File: config.mk
export PLATFORM = sky130hd
export DESIGN_NAME = game_timer_bcd_flat
export DESIGN_NICKNAME = d
export VERILOG_FILES = /design/src/rtl/game_timer_bcd_if.sv /design/src/rtl/game_timer_bcd.sv /design/src/flat_wrapper.sv
export SDC_FILE = /design/constraint.sdc
export NUM_CORES = 1
export LEC_CHECK = 0
export CAP_MARGIN = 20
export CORE_MARGIN = 2
export CORE_UTILIZATION = 55
export CTS_BUF_LIST = sky130_fd_sc_hd__clkbuf_8
export DETAILED_ROUTE_END_ITERATION = 10
export PLACE_DENSITY = 0.83
export SYNTH_ARGS = -nofsm -noshare
export SYNTH_HDL_FRONTEND = slang
export SYNTH_SLANG_ARGS = --single-unit
File: constraint.sdc
create_clock -name Clk -period 13.5 [get_ports Clk]
set_clock_uncertainty 0.05 [all_clocks]
set_input_delay 2.025 -clock Clk [delete_from_list [all_inputs] [get_ports Clk]]
set_output_delay 2.025 -clock Clk [all_outputs]
set_load 0.005 [all_outputs]
File: src/rtl/game_timer_bcd_if.sv
// Control and display bundle between the game FSM / display and the BCD countdown timer.
// The timer side uses the slave modport and the controller side uses the master modport.
interface game_timer_bcd_if #(
  parameter int NUM_DIGITS = 3
);
  logic                    Load;
  logic [4*NUM_DIGITS-1:0] LoadVal;
  logic                    Start;
  logic                    Pause;
  logic [4*NUM_DIGITS-1:0] Digits;
  logic                    Running;
  logic                    Stop;
  logic                    Expired;
  logic                    Warn;

  modport master (
    output Load, LoadVal, Start, Pause,
    input  Digits, Running, Stop, Expired, Warn
  );

  modport slave (
    input  Load, LoadVal, Start, Pause,
    output Digits, Running, Stop, Expired, Warn
  );
endinterface

File: src/rtl/game_timer_bcd.sv
// N-digit BCD countdown timer with a prescaler, load/start/pause control,
// a warning threshold and sticky expiry for the sequence-matching game.
module game_timer_bcd #(
  parameter int NUM_DIGITS = 3,
  parameter int PRESCALE   = 1000,
  parameter int WARN_VAL   = 10
) (
  input  logic             Clk,
  input  logic             Rst,
  game_timer_bcd_if.slave  bus
);
  localparam int DW = 4 * NUM_DIGITS;
  localparam int PW = (PRESCALE > 1) ? $clog2(PRESCALE) : 1;
  localparam logic [PW-1:0] PSC_LAST = PW'(PRESCALE - 1);

  typedef enum logic [1:0] {IDLE, RUN, PAUSE, EXPIRED} state_t;

  state_t        state;
  logic [PW-1:0] psc;
  logic [DW-1:0] digits_q;
  logic          running_q, stop_q, expired_q, warn_q;
  logic [DW-1:0] dec_val, ld_val;

  function automatic logic [DW-1:0] bcd_clamp(input logic [DW-1:0] v);
    logic [DW-1:0] r;
    r = v;
    for (int i = 0; i < NUM_DIGITS; i++)
      if (v[i*4 +: 4] > 4'd9) r[i*4 +: 4] = 4'd9;
    return r;
  endfunction

  // Subtract one unit; a zero digit becomes 9 and passes the borrow upward.
  function automatic logic [DW-1:0] bcd_dec(input logic [DW-1:0] v);
    logic [DW-1:0] r;
    logic          borrow;
    r      = v;
    borrow = 1'b1;
    for (int i = 0; i < NUM_DIGITS; i++) begin
      if (borrow) begin
        if (v[i*4 +: 4] == 4'd0) begin
          r[i*4 +: 4] = 4'd9;
        end else begin
          r[i*4 +: 4] = v[i*4 +: 4] - 4'd1;
          borrow      = 1'b0;
        end
      end
    end
    return r;
  endfunction

  function automatic logic in_warn(input logic [DW-1:0] v);
    int b;
    b = 0;
    for (int i = NUM_DIGITS - 1; i >= 0; i--)
      b = b * 10 + int'(v[i*4 +: 4]);
    return (b > 0) && (b <= WARN_VAL);
  endfunction

  always_comb begin
    dec_val = bcd_dec(digits_q);
    ld_val  = bcd_clamp(bus.LoadVal);
  end

  always_ff @(posedge Clk or posedge Rst) begin
    if (Rst) begin
      state     <= IDLE;
      psc       <= '0;
      digits_q  <= '0;
      running_q <= 1'b0;
      stop_q    <= 1'b0;
      expired_q <= 1'b0;
      warn_q    <= 1'b0;
    end else begin
      expired_q <= 1'b0;
      if (bus.Load) begin
        state     <= IDLE;
        psc       <= '0;
        digits_q  <= ld_val;
        warn_q    <= in_warn(ld_val);
        running_q <= 1'b0;
        stop_q    <= 1'b0;
      end else begin
        case (state)
          IDLE: begin
            if (bus.Start) begin
              if (digits_q == '0) begin
                state     <= EXPIRED;
                stop_q    <= 1'b1;
                expired_q <= 1'b1;
              end else begin
                state     <= RUN;
                psc       <= '0;
                running_q <= 1'b1;
              end
            end
          end
          RUN: begin
            // The pause edge itself does not advance the prescaler.
            if (bus.Pause) begin
              state     <= PAUSE;
              running_q <= 1'b0;
            end else if (psc == PSC_LAST) begin
              psc      <= '0;
              digits_q <= dec_val;
              warn_q   <= in_warn(dec_val);
              if (dec_val == '0) begin
                state     <= EXPIRED;
                running_q <= 1'b0;
                stop_q    <= 1'b1;
                expired_q <= 1'b1;
              end
            end else begin
              psc <= psc + PW'(1);
            end
          end
          PAUSE: begin
            if (bus.Start) begin
              state     <= RUN;
              running_q <= 1'b1;
            end
          end
          EXPIRED: ;
          default: state <= IDLE;
        endcase
      end
    end
  end

  assign bus.Digits  = digits_q;
  assign bus.Running = running_q;
  assign bus.Stop    = stop_q;
  assign bus.Expired = expired_q;
  assign bus.Warn    = warn_q;
endmodule
File: src/flat_wrapper.sv
// flat-port wrapper written by rule: the top's interface ports become plain ports
module game_timer_bcd_flat 
#(
  parameter int NUM_DIGITS = 3,
  parameter int PRESCALE   = 1000,
  parameter int WARN_VAL   = 10
)
  (Clk, Rst, bus_Load, bus_LoadVal, bus_Start, bus_Pause, bus_Digits, bus_Running, bus_Stop, bus_Expired, bus_Warn);
  game_timer_bcd_if #(.NUM_DIGITS(NUM_DIGITS)) bus_i ();
  input  logic Clk;
  input  logic Rst;
  input wire logic [$bits(bus_i.Load)-1:0] bus_Load;
  input wire logic [$bits(bus_i.LoadVal)-1:0] bus_LoadVal;
  input wire logic [$bits(bus_i.Start)-1:0] bus_Start;
  input wire logic [$bits(bus_i.Pause)-1:0] bus_Pause;
  output wire logic [$bits(bus_i.Digits)-1:0] bus_Digits;
  output wire logic [$bits(bus_i.Running)-1:0] bus_Running;
  output wire logic [$bits(bus_i.Stop)-1:0] bus_Stop;
  output wire logic [$bits(bus_i.Expired)-1:0] bus_Expired;
  output wire logic [$bits(bus_i.Warn)-1:0] bus_Warn;
  assign bus_i.Load = bus_Load;
  assign bus_i.LoadVal = bus_LoadVal;
  assign bus_i.Start = bus_Start;
  assign bus_i.Pause = bus_Pause;
  assign bus_Digits = bus_i.Digits;
  assign bus_Running = bus_i.Running;
  assign bus_Stop = bus_i.Stop;
  assign bus_Expired = bus_i.Expired;
  assign bus_Warn = bus_i.Warn;
  game_timer_bcd #(.NUM_DIGITS(NUM_DIGITS), .PRESCALE(PRESCALE), .WARN_VAL(WARN_VAL)) u_core (.Clk(Clk), .Rst(Rst), .bus(bus_i));
endmodule
# Word level (Yosys, flattened, before mapping)
# Cells that the tools add are included.
dict set report totals {
  wordCells 111
  out_inout_bits 16
  in_bits 17
  reg_bits 28
}
dict set report classes {
  addsub 8
  n_lt_le_gt_ge 7
  n_eq_ne 13
  reduce_logical 17
  n_mul 4
  mux 55
}
# cell n
set op_table {}
lappend op_table {{$add 32x5->32} 4}
lappend op_table {{$gt 32x1->1 const B} 2}
lappend op_table {{$le 32x5->1 const B} 2}
lappend op_table {{$mul 32x4->31 const B} 2}
lappend op_table {{$mux 10} 5}
lappend op_table {{$mux 12} 4}
lappend op_table {{$mux 4} 8}
lappend op_table {{$mux 1} 26}
lappend op_table {{$logic_not 12->1} 2}
lappend op_table {{$pmux 10 s2} 1}
lappend op_table {{$mul 4x3->7 const B} 2}
lappend op_table {{$mux 2} 7}
lappend op_table {{$gt 4x4->1 const B} 3}
lappend op_table {{$logic_not 4->1} 3}
lappend op_table {{$ne 3x3->1 const B} 4}
lappend op_table {{$reduce_and 6->1} 2}
lappend op_table {{$sub 4x1->4 const B} 3}
lappend op_table {{$add 10x1->10 const B} 1}
lappend op_table {{$eq 10x10->1 const B} 1}
lappend op_table {{$ne 3x2->1 const B} 3}
lappend op_table {{$ne 4x3->1 const B} 2}
lappend op_table {{$pmux 2 s3} 1}
lappend op_table {{$reduce_and 5->1} 1}
lappend op_table {{$pmux 1 s2} 2}
lappend op_table {{other kinds (11)} 13}

# Depth between registers and ports, before layout
dict set report logic_depth {
  ltp_word 14
  ltp_mapped 20
  mapped_depth_nobuf 19
}

# Least setup slack after synthesis
# OpenSTA, ideal clock, no wires.
dict set report synth_path {
  path_type {input to register}
  start {in bus_LoadVal[11]}
  end {reg u_core.warn_q (netlist: u_core.bus.Warn)}
  required_time_ns 13.386
  t_arrival_ns 5.680
  setup_slack_ns 7.706
  cell_stages 16
  n_path_buf 1
  setup_ns 0.064
  path_cell_list {clkbuf_1 -> nand2b_1 -> inv_1 -> ha_1 -> ha_1 -> fa_1 -> nand2_1 -> nor2_1 -> nor4bb_1 -> ha_1 -> ha_1 -> nor4_1 -> nand2_1 -> or4_1 -> nor4_1 -> a21o_1}
}
dict set report synth_via {
  elab_chain_len 9
  word_cells_on_any_way 10
  classes_between {add/sub (2); mul (2); order compare (3); mux (2); reduce/logical (1)}
}
# item line
set synth_lines {}
lappend synth_lines {{start: declaration} flat_wrapper.sv:13} ;# input wire logic [$bits(bus_i.LoadVal)-1:0] bus_LoadVal;
lappend synth_lines {{$gt 4x4->1} game_timer_bcd.sv:28} ;# if (v[i*4 +: 4] > 4'd9) r[i*4 +: 4] = 4'd9;
lappend synth_lines {{$mux 4 *} game_timer_bcd.sv:28}
lappend synth_lines {{$mul 4x3->7 *} game_timer_bcd.sv:55} ;# b = b * 10 + int'(v[i*4 +: 4]);
lappend synth_lines {{$add 32x5->32 *} game_timer_bcd.sv:55}
lappend synth_lines {{$mul 32x4->31 *} game_timer_bcd.sv:55}
lappend synth_lines {{$add 32x5->32 *} game_timer_bcd.sv:55}
lappend synth_lines {{$gt 32x1->1 / $le 32x5->1 (equally long branches)} game_timer_bcd.sv:56} ;# return (b > 0) && (b <= WARN_VAL);
lappend synth_lines {{$logic_and 1x1->1 *} game_timer_bcd.sv:56}
lappend synth_lines {{$mux 1 *} game_timer_bcd.sv:75} ;# if (bus.Load) begin
lappend synth_lines {{end signal: assignment} game_timer_bcd.sv:79} ;# warn_q <= in_warn(ld_val);
lappend synth_lines {{end signal: assignment} game_timer_bcd.sv:105} ;# warn_q <= in_warn(dec_val);
lappend synth_lines {{end: declaration} game_timer_bcd.sv:21} ;# logic running_q, stop_q, expired_q, warn_q;
# Every way passes the cells marked *; elsewhere a longest branch is shown, timed or not.
# A chain may end at the register's enable or synchronous reset.

# Worst setup path after layout
# Ends and elaborated chain as after synthesis.

==> metrics <==
CTS tree=built; total number of vias=about 3100; Initial DRT Pass Iterations=5; Peak VDD IR=roughly 0.075 mV; Required @ worst endpoint=between 10 and 15 ns; worst r2r dst=u_core.bus.Warn; Distinct cells, synth=between 60 and 70; clock slew at reported path FFs=0.11 ns; post-DP HPWL=approximately 6000 um; die area=6990 sq um; Least-Margin Pin Slew=0.864 ns; post-synthesis mux area share=roughly 2.9%; CTS Root Cell=clkbuf_8; synthesized instance count=approximately 420; #FFs+latches synth=28; Final Max Slew Viols=0; Warnings, synthesis=0; hold_ws=0.473 ns; post-CTS setup buffers=0; final net count=roughly 520; Post-Route Setup TNS=0 ns; crit-path max FO=9; DRC Markers=0; crit path DAT=6.45 ns; Synth Area in XOR/XNOR=between 6 and 7%; CP dominant cell by count=ha_1; Syn Area/Cell=8.33 sq um; first-pass GRT wire length=roughly 14000 um; Min-Delay Path Depth=2; pwr dens=120 nW/um^2; # IOs=33; CP delay by family, top=simple AND/OR/NAND/NOR gates; CP startpoint=bus_LoadVal[11]; GR Overflow Total=0; core area=between 6000 and 7000 sq um; Num Clock Sinks=28; CTS Hold Buffers Added=0; Rows=28; WS Path Type=primary input to flip-flop; R2R Path Start=u_core.bus.Digits[3]; worst-path cell chain=clkdlybuf4s50_1 > nand2b_1 > inv_1 > ha_1 > ha_1 > fa_1 > nand2_1 > nor2_1 > nor4bb_1 > ha_1 > ha_1 > nor4_1 > nand2_1 > or4_1 > nor4_1 > a21o_1; Synth Area in Adders=roughly a quarter; Inst Count DP=a little over 500; Synth area leaders=dfrtp_1 20%, ha_1 19%, fa_1 4.6%, nand2_1 3.9%, o21ai_0 3.6%; non-filler cells, final=514; clock latency on the worst-skew pair=0.29 ns; Simple-Gate Fraction of Synth Area=approximately a quarter; buffer and inverter count on the worst path=2; Max clock buf depth=2; Slowest-stage cell, CP=clkdlybuf4s50_1; outcome=complete, no violations; Initial Utilization=57.8%; Post-DRT Antenna Nets=0; sequential share of the synthesized area=20.1%; ys flop type=dfrtp_1; Synth top area share=20.1%; peak per-stage delay on the critical path=about 0.66 ns; Worst Hold Endpoint=u_core.bus.Stop; Area Overhead vs Synth=12.7%; Post-synth EDFFs=0; Syn Std Cell Area=~3500 sq um; area leader, netlist=dfrtp_1; initial antenna violation count=0; Antenna Cells=0; f_max=159 MHz; die width=around 84 um; R2R depth=18; CP startpoint kind=primary input; Critical Path Sink Type=flip-flop; layout cells sized above 1=under 10%; DR WL/cell=14.6 um; RD Place Congestion=around 0.85; number of global-route vias before repair=3092; Worst Hold Launch=u_core.bus.Stop; async set-or-reset flop fraction in the synthesized netlist=100%; Tmin final=~6.3 ns; IO Port Bufs=32; leak pwr=0.00175 uW; Relative slew margins=between 40% and 50%; share of the synthesized area in compound gates (AO/OA/AOI/OAI)=approximately 17%; Max Cap Violations=0; Tcrit/Tclk final=between 40 and 50%; Iter 0 DRT Violations=between 100 and 150; vias per cell=around 6.0; RSZ-0062 raised after global routing=no; total CTS buffers=3; post_cts resized=0; final hold vios=0; Mapped Nets=slightly below 500; Reg2Reg Setup Slack=~7.6 ns; largest family of logic cells by synthesized area=simple AND/OR/NAND/NOR gates; Worst Hold Class=flip-flop to flip-flop; setup violators final=0; die height=between 80 and 90 um; GRT Total Usage=a little under a quarter; pin count of the biggest net entering global routing=45; Fillers=491; H-tree depth=1; final WL=approximately 7500 um
==> how the worst max path moves through the flow <==
stage	to	slack (ns)	cells past startpoint
after floorplan	u_core.bus.Warn	7.71	16
after global placement	u_core.bus.Warn	7.05	16
after detailed placement	u_core.bus.Warn	6.90	16
after CTS	u_core.bus.Warn	7.18	16
after global routing	u_core.bus.Warn	6.91	16
final	u_core.bus.Warn	7.22	16
==> area by class of cell <==
| cell class | count | area, sq um | area share (%) |
|---|---|---|---|
| timing repair buffer | 35 | 363 | 9.24 |
| clock inverter | 1 | 30.0 | 0.765 |
| tap | 75 | 93.8 | 2.39 |
| multi-input combinational | 341 | 2580 | 65.7 |
| clock buffer | 3 | 41.3 | 1.05 |
| inverter | 31 | 116 | 2.96 |
| sequential | 28 | 701 | 17.8 |
==> worst reg2reg max path, delay by kind of cell (launching register included) <==
kind | cells | cell delay (ns)
xor gates and xnor gates | 1 | 0.36
adders and majority gates | 5 | 1.59
DFF | 1 | 0.51
buffers and inverters | 1 | 0.15
and+or+nand+nor | 7 | 2.03
AOI/OAI and AO/OA | 4 | 1.15
==> placed cells by master, fill, tap and decap left out, drive strengths merged, types with 2 or more instances in the layout <==
cell / n
a32o: 4
and4b: 2
nand2b: 13
xor2: 12
o21ai: 29
a22oi: 2
buf: 3
o21bai: 3
or4b: 2
fa: 8
clkdlybuf4s50: 32
nand4b: 2
a211oi: 4
inv: 31
nand3: 11
ha: 52
nor4b: 6
nor2: 32
mux2i: 9
nor3b: 4
nor4: 5
clkbuf: 3
xnor2: 13
or2: 3
nand4: 4
a21oi: 19
nand2: 36
nor4bb: 2
nand3b: 4
or4: 3
dfrtp: 28
nor3: 12
o211ai: 4
nor2b: 9
a22o: 2
a21o: 8
o22ai: 5
==> per-layer routing <==
layer / part of all wire [%] / routed length (um) / global-route usage (%)
met1: 45 / 3400 / 28.2
met2: 50 / 3780 / 41.3
met3: 3.3 / 250 / 2.27
met4: 1.1 / 85 / 5.87
met5: 0 / 0 / 0
==> state kept, by name (all words and copies together) (netlist names) <==
name and flops:
u_core.bus.Digits 12, u_core.state 2, u_core.bus.Stop 1, u_core.psc 10, u_core.bus.Running 1, u_core.bus.Warn 1, u_core.bus.Expired 1
==> where the power goes <==
group | leakage, uW | internal [uW] | switching [uW]
Clock | 0.0000357 | 39.8 | 28.5
Sequential | 0.000368 | 93.3 | 11.3
Combinational | 0.00135 | 136 | 164
Total | 0.00175 | 269 | 204
==> through the flow <==
| stage | total power [uW] | area (sq um) | setup slack [ns] | util (%) |
|---|---|---|---|---|
| 2_1_floorplan | 337 | 3480 | 7.71 | - |
| 3_3_place_gp | 388 | 3830 | 7.05 | 63.5 |
| 3_5_place_dp | 403 | 3830 | 6.90 | 63.5 |
| 4_1_cts | 471 | 3900 | 7.18 | 64.7 |
| 5_1_grt | 521 | 3930 | 6.91 | 65.2 |
| 6_report | 473 | 3930 | 7.22 | 65.2 |
==> synthesized netlist by cell type, drive strengths merged (2+ instances only) <==
| library cell | instances |
|---|---|
| nand3b | 4 |
| nor4 | 5 |
| ha | 52 |
| a22o | 2 |
| or4 | 3 |
| a22oi | 2 |
| nand2 | 36 |
| mux2i | 9 |
| nand4b | 2 |
| o21ai | 29 |
| nor2 | 32 |
| nand4 | 4 |
| a211oi | 4 |
| clkbuf | 12 |
| nor4bb | 2 |
| nand2b | 13 |
| buf | 6 |
| nand3 | 11 |
| fa | 8 |
| o211ai | 4 |
| or2 | 3 |
| a21oi | 19 |
| xor2 | 12 |
| a32o | 4 |
| and4b | 2 |
| nor3b | 4 |
| nor2b | 9 |
| xnor2 | 13 |
| inv | 31 |
| nor4b | 6 |
| o21bai | 3 |
| nor3 | 12 |
| o22ai | 5 |
| or4b | 2 |
| a21o | 8 |
| dfrtp | 28 |
==> kinds of logic after synthesis <==
group           after synthesis
xor+xnor                     25
fa+ha+maj                    60
simple gates                154
flops                        28
compound gates               92
buf+inv                      49
mux                          10
No activity file was read; power rests on OpenSTA's default activity.
